File: src/rtl/shared_timer_arbiter_if.sv
// Request/grant bundle between the requesters and the shared timer arbiter.
interface shared_timer_arbiter_if #(
  parameter int unsigned NREQ  = 4,
  parameter int unsigned CNT_W = 32
);
  logic [NREQ-1:0]       req;
  logic [NREQ*CNT_W-1:0] req_delay;
  logic [NREQ-1:0]       grant;
  logic [NREQ-1:0]       done;
  logic                  busy;

  modport master (output req, req_delay, input grant, done, busy);
  modport slave  (input req, req_delay, output grant, done, busy);
endinterface

File: src/rtl/shared_timer_arbiter.sv
// One prescaled countdown timer shared round-robin between NREQ requesters,
// plus a free-running heartbeat and grant display on the status LEDs.
module shared_timer_arbiter #(
  parameter int unsigned NREQ     = 4,
  parameter int unsigned CNT_W    = 32,
  parameter int unsigned PRESCALE = 50000,
  parameter int unsigned HB_HALF  = 25000000
) (
  input  logic                    clock,
  input  logic                    reset,
  shared_timer_arbiter_if.slave   bus,
  output logic [9:0]              LEDR
);

  localparam int unsigned PTR_W = (NREQ > 1) ? $clog2(NREQ) : 1;
  localparam int unsigned PS_W  = $clog2(PRESCALE);
  localparam int unsigned HB_W  = $clog2(HB_HALF);

  typedef enum logic [1:0] {IDLE, RUN, DONE} state_t;

  state_t           state;
  logic [PTR_W-1:0] rr_ptr;
  logic [PTR_W-1:0] owner;
  logic [PS_W-1:0]  prescaler;
  logic [CNT_W-1:0] counter;
  logic [HB_W-1:0]  hb_cnt;
  logic             hb;

  logic             pick_valid;
  logic [PTR_W-1:0] pick_idx;
  logic [PTR_W-1:0] pick_next;
  logic [NREQ-1:0]  pick_oh;
  logic [CNT_W-1:0] pick_delay;
  logic [PTR_W-1:0] scan;

  // First set request at or after rr_ptr; scanning backwards lets the nearest win.
  always_comb begin
    pick_valid = 1'b0;
    pick_idx   = '0;
    scan       = '0;
    for (int k = NREQ - 1; k >= 0; k--) begin
      scan = PTR_W'((32'(rr_ptr) + 32'(k)) % NREQ);
      if (bus.req[scan]) begin
        pick_valid = 1'b1;
        pick_idx   = scan;
      end
    end
    pick_next  = (pick_idx == PTR_W'(NREQ - 1)) ? '0 : pick_idx + PTR_W'(1);
    pick_oh    = NREQ'(1) << pick_idx;
    pick_delay = bus.req_delay[pick_idx*CNT_W +: CNT_W];
  end

  always_ff @(posedge clock or posedge reset) begin
    if (reset) begin
      state     <= IDLE;
      rr_ptr    <= '0;
      owner     <= '0;
      prescaler <= '0;
      counter   <= '0;
      bus.grant <= '0;
      bus.done  <= '0;
      bus.busy  <= 1'b0;
    end else begin
      case (state)
        IDLE: begin
          bus.done <= '0;
          if (pick_valid) begin
            owner     <= pick_idx;
            rr_ptr    <= pick_next;
            counter   <= pick_delay;
            prescaler <= '0;
            bus.grant <= pick_oh;
            bus.busy  <= 1'b1;
            if (pick_delay == '0) begin
              state    <= DONE;
              bus.done <= pick_oh;
            end else begin
              state <= RUN;
            end
          end
        end
        RUN: begin
          // A dropped request aborts silently; otherwise count ticks to zero.
          if (!bus.req[owner]) begin
            state     <= IDLE;
            bus.grant <= '0;
            bus.busy  <= 1'b0;
          end else if (prescaler == PS_W'(PRESCALE - 1)) begin
            prescaler <= '0;
            if (counter != '0) begin
              counter <= counter - CNT_W'(1);
            end
            if (counter == CNT_W'(1)) begin
              state    <= DONE;
              bus.done <= bus.grant;
            end
          end else begin
            prescaler <= prescaler + PS_W'(1);
          end
        end
        DONE: begin
          state     <= IDLE;
          bus.grant <= '0;
          bus.done  <= '0;
          bus.busy  <= 1'b0;
        end
        default: begin
          state     <= IDLE;
          bus.grant <= '0;
          bus.done  <= '0;
          bus.busy  <= 1'b0;
        end
      endcase
    end
  end

  // Heartbeat toggles each time the half-period counter wraps.
  always_ff @(posedge clock or posedge reset) begin
    if (reset) begin
      hb_cnt <= '0;
      hb     <= 1'b0;
    end else if (hb_cnt == HB_W'(HB_HALF - 1)) begin
      hb_cnt <= '0;
      hb     <= ~hb;
    end else begin
      hb_cnt <= hb_cnt + HB_W'(1);
    end
  end

  always_comb begin
    LEDR           = '0;
    LEDR[NREQ-1:0] = bus.grant;
    LEDR[9]        = hb;
  end

endmodule

File: src/flat_wrapper.sv
// flat-port wrapper written by rule: the top's interface ports become plain ports
module shared_timer_arbiter_flat 
#(
  parameter int unsigned NREQ     = 4,
  parameter int unsigned CNT_W    = 32,
  parameter int unsigned PRESCALE = 50000,
  parameter int unsigned HB_HALF  = 25000000
)
  (clock, reset, LEDR, bus_req, bus_req_delay, bus_grant, bus_done, bus_busy);
  shared_timer_arbiter_if #(.NREQ(NREQ), .CNT_W(CNT_W)) bus_i ();
  input  logic clock;
  input  logic reset;
  output logic [9:0] LEDR;
  input wire logic [$bits(bus_i.req)-1:0] bus_req;
  input wire logic [$bits(bus_i.req_delay)-1:0] bus_req_delay;
  output wire logic [$bits(bus_i.grant)-1:0] bus_grant;
  output wire logic [$bits(bus_i.done)-1:0] bus_done;
  output wire logic [$bits(bus_i.busy)-1:0] bus_busy;
  assign bus_i.req = bus_req;
  assign bus_i.req_delay = bus_req_delay;
  assign bus_grant = bus_i.grant;
  assign bus_done = bus_i.done;
  assign bus_busy = bus_i.busy;
  shared_timer_arbiter #(.NREQ(NREQ), .CNT_W(CNT_W), .PRESCALE(PRESCALE), .HB_HALF(HB_HALF)) u_core (.clock(clock), .reset(reset), .bus(bus_i), .LEDR(LEDR));
endmodule
File: config.mk
export PLATFORM = sky130hd
export DESIGN_NAME = shared_timer_arbiter_flat
export DESIGN_NICKNAME = d
export VERILOG_FILES = /design/src/rtl/shared_timer_arbiter_if.sv /design/src/rtl/shared_timer_arbiter.sv /design/src/flat_wrapper.sv
export SDC_FILE = /design/constraint.sdc
export NUM_CORES = 1
export LEC_CHECK = 0
export CAP_MARGIN = 20
export CORE_MARGIN = 2
export CORE_UTILIZATION = 58
export CTS_CLUSTER_DIAMETER = 120
export CTS_CLUSTER_SIZE = 8
export DETAILED_ROUTE_END_ITERATION = 8
export DONT_BUFFER_PORTS = 1
export GPL_TIMING_DRIVEN = 0
export PLACE_DENSITY_LB_ADDON = 0.25
export RECOVER_POWER = 50
export SYNTH_ARGS = -nofsm -noshare
export SYNTH_HDL_FRONTEND = slang
export SYNTH_SLANG_ARGS = --single-unit
File: constraint.sdc
create_clock -name clock -period 3 [get_ports clock]
set_input_delay 0.9 -clock clock [delete_from_list [all_inputs] [get_ports clock]]
set_output_delay 0.9 -clock clock [all_outputs]
set_load 0.05 [all_outputs]
After elaboration in Yosys (flattened, before gate mapping):

Cells that the tools add are included.

* reductions and logical operators: 10
* bitwise operators: 1
* muxes and demuxes: 47
* shift operators: 2
* add/subtract/negate cells: 7
* $lt $le $gt $ge: 5
* equality and inequality tests: 13

Operator list (count)
* $mux 32: 4
* $shiftx 128x8->32: 1
* $pmux 32 s2: 1
* $mux 16: 3
* $eq 32x1->1 const B: 1
* $logic_not 32->1: 1
* $pmux 16 s2: 1
* $reduce_bool 32->1: 1
* $sub 32x1->32 const B: 1
* $mux 4: 7
* $add 25x1->25 const B: 1
* $eq 25x25->1 const B: 1
* $mux 25: 1
* $mux 2: 10
* $add 16x1->16 const B: 1
* $eq 16x16->1 const B: 1
* $pmux 4 s2: 2
* $lt 2x3->1 const B: 5
* $mux 1: 11
* $bmux 1 s2: 5
* $ne 2x1->1 const B: 5
* $reduce_and 3->1: 3
* $ne 3x3->1 const B: 2
* $reduce_and 5->1: 1
* 12 further kinds: 15

* word-level logic and storage cells: 95
* bits in registers: 89
* output and inout bits: 19

Depth between registers and ports, before layout:

Gate-level depths: netlist (run 1).

* depth in word-level cells: 12
* mapped depth: 15
* gate-level depth less buffers: 10

Worst setup path after synthesis (run 1):

No wires, ideal clock.

* path type: in2reg
* start point: input bus_req[0]
* end point: register u_core.bus.done[0]
* arrival time: 3476 ps
* required time: 2908 ps
* cell stages on the path: 13
* path slack: -568 ps
* cells stage by stage: or3b_1 o221ai_1 or2_1 buf_4 inv_4 buf_6 mux2i_1 mux2_2 nand4_1 or4_1 or4_1 buf_2 o221ai_1

* longest elaborated chain between the ends: 11

Ends and longest elaborated chain
* from (decl): RTL line flat_wrapper.sv:14 `input wire logic [$bits(bus_i.req)-1:0] bus_req;`
* $bmux 1 s2: RTL line shared_timer_arbiter.sv:43 `if (bus.req[scan]) begin`
* $mux 1 (implied by the code): RTL line shared_timer_arbiter.sv:43
* $mux 2 (4 in series): RTL line shared_timer_arbiter.sv:43
* $shiftx 128x8->32: RTL line shared_timer_arbiter.sv:50 `pick_delay = bus.req_delay[pick_idx*CNT_W +: CNT_W];`
* $logic_not 32->1: RTL line shared_timer_arbiter.sv:74 `if (pick_delay == '0) begin`
* $mux 4: RTL line shared_timer_arbiter.sv:74
* $mux 4: RTL line shared_timer_arbiter.sv:67 `if (pick_valid) begin`
* $pmux 4 s2: RTL line shared_timer_arbiter.sv:64 `case (state)`
* to (signal assigned): RTL line shared_timer_arbiter.sv:76 `bus.done <= pick_oh;`
* to (signal assigned): RTL line shared_timer_arbiter.sv:95 `bus.done <= bus.grant;`
* to (decl): RTL line shared_timer_arbiter_if.sv:13 `modport slave (input req, req_delay, output grant, done, busy);`

Several ways; a longest one is shown, not always the timed one. The select of a mux whose other input is x is not followed.
A chain may end at the register's enable or synchronous reset.

Final worst setup path (run 1):

Ends and elaborated chain as after synthesis.

==> impl_metrics.yaml, run 1 <==
critical_path:
  crit_chain: "or3b_1, o221ai_1, or2_1, buf_6, clkinv_8, buf_8, mux2i_1, mux2_4, nand4_1, or4_1, or4_4, o221ai_1"
  endpoint_kind: "register"
  cp.arrival_ns: 3.67
  path_max_fanout: 6
  worstSetupStartpointType: "input pin"
  crit_type: "input pin to register"
  required_ns: 3.28
  cp_slowest_stage_delay_ns: 0.61
  cp_common_cell: "o221ai_1"
  slowest_stage: "or4_4"
  r2r_cells: 12
timing:
  tightestPinTransition_ns: 1.915
  fin_setup_tns_ns: -2.242
  period_share: 1.130
  fin_crit_ns: 3.390
  rsz0062_at_grt: "yes"
  setup_slack_ns: -0.3895
  hold_slack_ns: 0.3007
  hold_viol: 0
  slew_violations: 88
  fin_skew_ns: 0.01340
  relSlewSlack: -0.2765
  max_freq_mhz: 295.0
  setup_viol: 6
power:
  power_density_nw_per_um2: 909.2
  p_total_mw: 6.266
  ir_drop_mv: 0.6100
  leakagePower_nw: 3.052
placement:
  dpl.hpwl_um: 11440
  place_congestion: 0.9305
  port_buffers: 0
cts:
  insertion_delay_ns: 0.37
  clock_path_buffers: 2
  numCtsBuffers: 9
  clk_pin_slew_ns: 0.10
  tritoncts: "done"
  cts_sinks: 89
  cts-root-buf: "clkbuf_8"
  htreeDepth: 3
grt:
  grt_usage: 0.2955
  grt_max_degree: 45
  grt_pass1_vias: 5477
  grt_antenna_before_repair: 0
  grt_pass1_wl_um: 26260
  grt_remaining_overflow: 0
floorplan:
  row_count: 36
  die_w_um: 105.0
  start_util: 0.6030
  fp.dieH_um: 105.0
  die_area_um2: 11030
  io_pins: 153
  core_area_um2: 9819
synthesis:
  syn_area_per_cell_um2: 8.410
  ys_seq_area_frac: 0.3762
  syn_inst: 704
  async_flop_share: 1.000
  synth_edf_count: 0
  ys_warn_count: 0
  synth_cell_types: 56
  ys_ff_latch: 89
  yosys-top-cells-area: "dfrtp_1, nand2_1, mux2i_1"
  synthFlopType: "dfrtp_1"
  yosys.area.top_type: "dfrtp_1"
  yosys.area.top_type_share: 0.3762
  synth_area_um2: 5921
job:
  max_cap_viol_count: 2
layout:
  drive_above_1_share: 0.1790
  layout.nets: 891
  diodes: 0
  area_growth_pct: 16.40
drt:
  vias: 5698
  ant_nets: 0
  first_iter_violations: 758
  wl_um: 16440
  avgViaCountPerCell: 6.424
  first_pass_iters: 6
  wire_per_inst_um: 18.53
  drc: 0
status:
  violations: "capacitance limit, slew limit, setup timing"
  outcome: "finished with violations"
min_path:
  min_path_type: "input pin to asynchronous set/reset pin"
==> cell usage in the layout (no fill, tap or decap), drive strengths merged, types with 3 or more instances in the layout <==
| master | netlist | layout |
|---|---|---|
| or2 | 7 | 7 |
| xor2 | 21 | 21 |
| or4 | 4 | 4 |
| conb | 1 | 5 |
| or3 | 14 | 14 |
| inv | 12 | 15 |
| a21oi | 40 | 40 |
| o32ai | 3 | 3 |
| o21ai | 61 | 61 |
| nor2b | 6 | 6 |
| nor4b | 3 | 3 |
| mux2i | 41 | 41 |
| nor4 | 6 | 6 |
| xnor2 | 9 | 9 |
| nor2 | 52 | 52 |
| o221ai | 5 | 5 |
| and2 | 3 | 3 |
| nand3 | 31 | 31 |
| a22o | 16 | 16 |
| a32o | 4 | 4 |
| nand2 | 120 | 120 |
| nand4 | 14 | 14 |
| nand2b | 4 | 4 |
| clkbuf | 26 | 36 |
| buf | 19 | 44 |
| nor3 | 19 | 19 |
| ha | 8 | 8 |
| mux2 | 21 | 21 |
| o22ai | 9 | 9 |
| dfrtp | 89 | 89 |
| and3 | 17 | 17 |
==> layout make-up <==
class,count,area (um2)
Multi-Input combinational cell,562,3630
Inverter,12,61.31
Sequential cell,89,2230
Buffer,44,304.0
Timing Repair Buffer,30,281.5
Clock buffer,9,123.9
Timing Repair inverter,1,8.758
Clock inverter,7,86.33
Tap cell,133,166.4
Fill cell,759,2928
==> metrics by stage <==
stage	setup slack [ns]	instances	util	area (um2)
2_1_floorplan	-0.5049	708	-	5961
3_3_place_gp	-0.9497	841	0.6240	6127
3_5_place_dp	-0.9971	843	0.6281	6167
4_1_cts	-0.3673	877	0.6859	6735
5_1_grt	-0.5091	887	0.7018	6892
6_report	-0.3895	887	0.7018	6892
==> registers in the layout (all words and copies together) (netlist names) <==
register / flops
u_core.bus.busy: 1
u_core.hb_cnt: 25
u_core.rr_ptr: 2
u_core.counter: 32
u_core.bus.done: 4
u_core.bus.grant: 4
u_core.owner: 2
u_core.hb: 1
u_core.prescaler: 16
u_core.state: 2
==> report_power, final <==
| group | internal, mW | switching, mW | leakage, nW | total [mW] |
|---|---|---|---|---|
| Sequential | 1.51 | 0.492 | 1.15 | 2.00 |
| Combinational | 1.43 | 1.94 | 1.80 | 3.38 |
| Clock | 0.404 | 0.481 | 0.104 | 0.885 |
==> routing by layer <==
layer  share of wire  routed length [um]  GRT usage
met1            0.39                6363     0.3737
met2            0.49                8036     0.5083
met3           0.093                1521    0.05739
met4           0.031                 517    0.09619
met5               0                   0          0
==> synthesized netlist by cell type, types with 3 or more instances <==
cell type,count
nand2b_1,4
o221ai_1,5
or4_1,4
mux2i_1,41
or3_1,14
nand3_1,31
ha_1,8
a22o_1,16
nor3_1,18
buf_4,12
nand2_1,120
mux2_2,21
nor2_1,52
clkbuf_1,26
o21ai_0,38
dfrtp_1,89
o21ai_1,23
nor4b_1,3
nand4_1,14
o32ai_1,3
inv_1,10
o22ai_1,9
a21oi_1,40
buf_2,3
or2_1,4
xnor2_1,9
nor4_1,6
nor2b_1,6
a32o_1,4
xor2_1,21
and3_1,17
==> worst paths after layout <==
check / from / endpoint / slack, ns
max: bus_req[0] / u_core.bus.done[0]$_DFFE_PP0P_ / -0.39
min: reset / u_core.hb_cnt[9]$_DFF_PP0_ / 0.30
max reg2reg: u_core.rr_ptr[1]$_DFFE_PP0P_ / u_core.bus.done[0]$_DFFE_PP0P_ / -0.35
min reg2reg: u_core.hb$_DFFE_PP0N_ / u_core.hb$_DFFE_PP0N_ / 0.47
max in group asynchronous: reset / u_core.counter[24]$_DFFE_PP0P_ / 0.44
min in group clock: u_core.hb$_DFFE_PP0N_ / u_core.hb$_DFFE_PP0N_ / 0.47
==> worst max-delay path, delay by kind of cell <==
kind / cells / cell delay (ns)
AO/OA/AOI/OAI: 2 / 0.28
buffers and inverters: 3 / 0.39
multiplexers: 2 / 0.36
AND/OR/NAND/NOR: 5 / 1.73
==> cells by family after synthesis <==
family                     after synthesis  synth area share
and+or+nand+nor                        306            0.2466
DFF                                     89            0.3762
buffers and inverters                   57           0.04734
AOI/OAI and AO/OA                      149            0.1511
xor gates and xnor gates                30           0.04438
other                                    1         0.0006334
adders and majority gates                8           0.01691
muxes                                   64            0.1169
==> timing repair <==
item,4_1_cts,5_1_grt
pin swaps,6,8
endpoints found under the setup margin,38,34
setup buffers,17,9
hold buffers,0,0
gates resized for setup,57,23
cloned,1,2
Power figures use the tool's default switching activity.
==> run 2, diff against run 1 <==
--- a/config.mk
+++ b/config.mk
@@ -6,7 +6,7 @@
 export NUM_CORES = 1
 export LEC_CHECK = 0
 export CAP_MARGIN = 20
-export CORE_MARGIN = 2
+export CORE_MARGIN = 3
 export CORE_UTILIZATION = 58
 export CTS_CLUSTER_DIAMETER = 120
 export CTS_CLUSTER_SIZE = 8
==> run 2 against run 1 <==
  * The run still ends with capacitance limit, slew limit, setup timing left
  * Fmax is 0.38% lower
  * Total power increased by 0.58%
  * Core utilization up 0.40 points
  * Die area increased by 3.8%
  * Critical path depth did not move
  * Routed wire length shrank 0.38%
  * Register-to-register slack about the same
  * Clock power shrank 11%
  * Clock skew fell by 0.0039 ns
  * Sequential power about the same
  * Global-route usage shrank 0.82 points
==> impl_metrics.yaml, run 2 (same netlist as run 1, synthesis figures left out) <==
drt:
  wire_per_inst_um: 18.38
  avgViaCountPerCell: 6.256
  first_pass_iters: 6
  wl_um: 16380
  first_iter_violations: 584
  vias: 5574
  drc: 0
  ant_nets: 0
status:
  outcome: "finished with violations"
  violations: "capacitance limit, slew limit, setup timing"
critical_path:
  r2r-end: "u_core.state[0]$_DFFE_PP0P_"
  cp-startpoint: "bus_req[0]"
  cp.arrival_ns: 3.63
  r2r_cells: 10
  crit_type: "input pin to register"
  reg2reg_setup_slack_ns: -0.36
  r2r-start: "u_core.rr_ptr[1]$_DFFE_PP0P_"
  worstSetupStartpointType: "input pin"
  endpoint_kind: "register"
  required_ns: 3.22
  path_max_fanout: 7
timing:
  fin_setup_tns_ns: -2.302
  hold_viol: 0
  relSlewSlack: -0.02094
  setup_slack_ns: -0.4026
  tightestPinTransition_ns: 1.529
  max_freq_mhz: 293.9
  fin_skew_ns: 0.009452
  period_share: 1.134
  slew_violations: 34
  fin_crit_ns: 3.403
  setup_viol: 6
  hold_slack_ns: 0.4765
  rsz0062_at_grt: "yes"
placement:
  dpl.hpwl_um: 11770
  place_congestion: 0.9202
  dpl_cell_area_um2: 6167
  port_buffers: 0
  placed_cells: 843
  dp_slack_ns: -1.091
grt:
  grt_remaining_overflow: 0
  grt_max_degree: 38
  grt_antenna_before_repair: 0
  grt_usage: 0.2873
  grt_pass1_vias: 5452
  grt_pass1_wl_um: 26520
job:
  max_cap_viol_count: 1
layout:
  layout.nets: 895
  largest_reg_flops: 32
  finalNonFillerCells: 891
  final_area_um2: 6963
  diodes: 0
  top_regs: "u_core.counter x32, u_core.hb_cnt x25, u_core.prescaler x16"
  drive_above_1_share: 0.1887
  top_register: "u_core.counter"
  layout_commonest_cell: "nand2_1"
  layout_common_cells: "nand2_1, dfrtp_1, nor2_1, buf_4, mux2i_1"
  area_growth_pct: 17.60
  final_core_util: 0.7059
cts:
  numCtsBuffers: 9
  cts_sinks: 89
  hold_buffers: 0
  insertion_delay_ns: 0.35
  tritoncts: "done"
  cts-root-buf: "clkbuf_8"
  htreeDepth: 3
  clk_pin_slew_ns: 0.08
  clock_path_buffers: 2
floorplan:
  start_util: 0.6002
  core_area_um2: 9864
  die_w_um: 107.0
  fp.dieH_um: 107.0
  io_pins: 153
  row_count: 36
  die_area_um2: 11460
power:
  ir_drop_mv: 0.5466
  p_total_mw: 6.302
  seqPwrFrac: 0.318
  power_density_nw_per_um2: 905.1
  switching_share: 0.4608
  leakagePower_nw: 3.092
  switchingPower_mw: 2.904
  p_comb_frac: 0.556
  power.internal_mw: 3.398
  power.share.clock: 0.126
min_path:
  min_from: "u_core.hb$_DFFE_PP0N_"
  hold_depth: 1
  min_path_type: "register to register"
  min_to: "u_core.hb$_DFFE_PP0N_"
## run 2: cell types whose count changed in the layout (fill, tap and decap cells not counted), sizes merged
cell	before	now
buf	44	53
bufbuf	1	0
bufinv	1	0
clkbuf	36	38
clkinvlp	2	3
dlymetal6s2s	0	1
dlymetal6s4s	2	0
inv	15	10
## run 2: area by class of cell
type	count	area (um2)
multi-input combinational	562	3682
fill	762	2902
sequential	89	2230
buffer	44	316.6
timing repair buffer	35	309.0
clock buffer	13	168.9
tap	133	166.4
inverter	12	66.31
clock inverter	3	23.77
## run 2: routing by layer
layer,track usage,vias to the layer above,part of all wire
met4,0.09132,0,0.026
li1,-,2609,-
met3,0.05599,45,0.087
met2,0.4763,315,0.48
met1,0.3799,2605,0.41
met5,0,-,0
## run 2: worst max-delay path: stages
cell       delay (ns)
or3b_1           0.33
o221ai_1         0.07
or2_1            0.14
buf_6            0.14
clkinv_8         0.09
buf_12           0.15
nand2_4          0.06
a21oi_4          0.05
or3_1            0.37
or4_4            0.54
or4_4            0.62
o2bb2ai_1        0.16
## run 2: worst max path at each step
stage / end / slack (ns) / cells past startpoint
final: u_core.state[0]$_DFFE_PP0P_ / -0.40 / 12
after global routing: u_core.bus.done[3]$_DFFE_PP0P_ / -0.50 / 13
after CTS: u_core.bus.done[3]$_DFFE_PP0P_ / -0.39 / 13
after detailed placement: u_core.bus.done[3]$_DFFE_PP0P_ / -1.09 / 12
after global placement: u_core.bus.done[3]$_DFFE_PP0P_ / -1.00 / 12
after floorplan: u_core.bus.done[0]$_DFFE_PP0P_ / -0.50 / 13
## run 2: timing repair
item,in CTS,in global routing
endpoints found under the setup margin,38,32
pin swaps,8,13
cloned,1,0
resized for setup,68,33
buffers inserted,15,18
endpoints found under the hold margin,0,0
## run 2: power groups by stage
stage	combinational [mW]	sequential (mW)	clock (mW)
2_1_floorplan	2.13	1.92	0
3_3_place_gp	2.67	1.98	0
3_5_place_dp	2.75	2.00	0
4_1_cts	3.15	1.99	0.806
5_1_grt	3.78	2.04	0.863
6_report	3.50	2.01	0.792
==> run 3, diff against run 2 <==
--- a/config.mk
+++ b/config.mk
@@ -13,7 +13,7 @@
 export DETAILED_ROUTE_END_ITERATION = 8
 export DONT_BUFFER_PORTS = 1
 export GPL_TIMING_DRIVEN = 0
-export PLACE_DENSITY_LB_ADDON = 0.25
+export PLACE_DENSITY = 0.76
 export RECOVER_POWER = 50
 export SYNTH_ARGS = -nofsm -noshare
 export SYNTH_HDL_FRONTEND = slang
==> run 3 against run 2 <==
  * The run ends with setup timing left
  * Design area up 1.1%
  * Non-clock buffer count down 1
  * First-iteration DRC count up 20%
  * Routed wire length up 7.5%
  * Worst hold slack worse by 0.0022 ns
  * Critical endpoint is now u_core.bus.done[0]$_DFFE_PP0P_
  * Highest routed layer unchanged
==> impl_metrics.yaml, run 3 (same netlist as run 1, synthesis figures left out) <==
timing:
  relSlewSlack: 0.08442
  tightestPinTransition_ns: 1.373
  max_freq_mhz: 294.1
  hold_viol: 0
  period_share: 1.133
  fin_crit_ns: 3.400
  fin_skew_ns: 0.01189
  rsz0062_at_grt: "yes"
  slew_violations: 0
  setup_viol: 7
  setup_slack_ns: -0.4000
status:
  outcome: "finished with violations"
  violations: "setup timing"
critical_path:
  path_max_fanout: 6
  cp.arrival_ns: 3.69
  cp-startpoint: "bus_req[0]"
  r2r_cells: 13
  r2r-start: "u_core.rr_ptr[1]$_DFFE_PP0P_"
  endpoint_kind: "register"
  r2r-end: "u_core.bus.done[0]$_DFFE_PP0P_"
  worstSetupStartpointType: "input pin"
  crit_type: "input pin to register"
  required_ns: 3.29
  reg2reg_setup_slack_ns: -0.35
min_path:
  hold_depth: 1
  min_to: "u_core.hb$_DFFE_PP0N_"
  min_from: "u_core.hb$_DFFE_PP0N_"
  min_path_type: "register to register"
power:
  leakagePower_nw: 3.125
  ir_drop_mv: 0.5026
  power_density_nw_per_um2: 934.6
  p_total_mw: 6.577
cts:
  clk_pin_slew_ns: 0.10
  htreeDepth: 3
  numCtsBuffers: 9
  insertion_delay_ns: 0.37
  tritoncts: "done"
  clock_path_buffers: 2
  cts_sinks: 89
  hold_buffers: 0
  cts-root-buf: "clkbuf_8"
layout:
  finalNonFillerCells: 890
  top_regs: "u_core.counter x32, u_core.hb_cnt x25, u_core.prescaler x16"
  top_register: "u_core.counter"
  layout_commonest_cell: "nand2_1"
  layout.nets: 894
  drive_above_1_share: 0.1995
  nFillCells: 745
  layout_common_cells: "nand2_1, dfrtp_1, nor2_1, a21oi_1"
  largest_reg_flops: 32
  diodes: 0
  area_growth_pct: 18.85
drt:
  wl_um: 17610
  wire_per_inst_um: 19.78
  drc: 0
  vias: 5742
  ant_nets: 0
  first_pass_iters: 5
  avgViaCountPerCell: 6.452
  first_iter_violations: 699
job:
  max_cap_viol_count: 0
floorplan:
  row_count: 36
  die_area_um2: 11460
  io_pins: 153
  start_util: 0.6002
  die_w_um: 107.0
  fp.dieH_um: 107.0
  core_area_um2: 9864
placement:
  place_congestion: 0.9130
  dp_slack_ns: -1.171
  dpl.hpwl_um: 12430
  port_buffers: 0
  placed_cells: 843
grt:
  grt_antenna_before_repair: 0
  grt_pass1_vias: 5402
  grt_pass1_wl_um: 27630
  grt_remaining_overflow: 0
  grt_max_degree: 35
  grt_usage: 0.3045
[run 3: worst max-delay path, stage by stage]
cell and delay, ns:
or3b_1 0.14, o221ai_1 0.09, or2_1 0.25, buf_6 0.14, inv_8 0.09, buf_8 0.14
mux2i_2 0.25, mux2_4 0.20, nand4_1 0.11, or4_1 0.53, or4_4 0.54, buf_6 0.15
o221ai_2 0.17
[run 3: final cells by class]
type / count / area (um2) / area share
multi-input combinational: 562 / 3706 / 0.5267
sequential: 89 / 2232 / 0.3172
buffer: 45 / 335.3 / 0.04765
timing repair buffer: 33 / 306.5 / 0.04356
tap: 133 / 166.4 / 0.02365
clock buffer: 9 / 123.9 / 0.01760
clock inverter: 7 / 107.6 / 0.01529
inverter: 12 / 58.81 / 0.008357
[run 3: metrics by stage]
step | TNS [ns] | hold WS (ns) | utilization | cell area [um2]
6_report | -2.337 | 0.4743 | 0.7133 | 7037
5_1_grt | -2.833 | 0.4934 | 0.7133 | 7037
4_1_cts | -1.797 | 0.4719 | 0.7003 | 6908
3_5_place_dp | -23.94 | 0.4588 | 0.6252 | 6167
3_3_place_gp | -21.05 | 0.4526 | 0.6211 | 6127
2_1_floorplan | -2.948 | 0.4321 | - | 5961
[run 3: metal layers]
layer  track usage  share of wire
met5             0              0
met1        0.4208           0.41
met4       0.08767          0.029
met2        0.4879           0.47
met3       0.05960          0.091
[run 3: worst max path at each step]
stage                                           to
finish              u_core.bus.done[0]$_DFFE_PP0P_
global route        u_core.bus.done[1]$_DFFE_PP0P_
CTS                 u_core.bus.done[3]$_DFFE_PP0P_
detailed placement  u_core.bus.done[3]$_DFFE_PP0P_
global placement    u_core.bus.done[2]$_DFFE_PP0P_
floorplan           u_core.bus.done[0]$_DFFE_PP0P_
[run 3: power by group]
part / leakage [nW] / internal, mW / total [mW] / switching, mW
registers: 1.15 / 1.51 / 2.03 / 0.519
logic: 1.86 / 1.55 / 3.58 / 2.03
clock network: 0.114 / 0.487 / 0.961 / 0.474
[run 3: what timing repair did]
action | 4_1_cts | 5_1_grt
gates cloned | 2 | 0
resized for setup | 87 | 24
setup buffers | 19 | 10
endpoints found under the setup margin | 38 | 28
pin swaps | 10 | 5
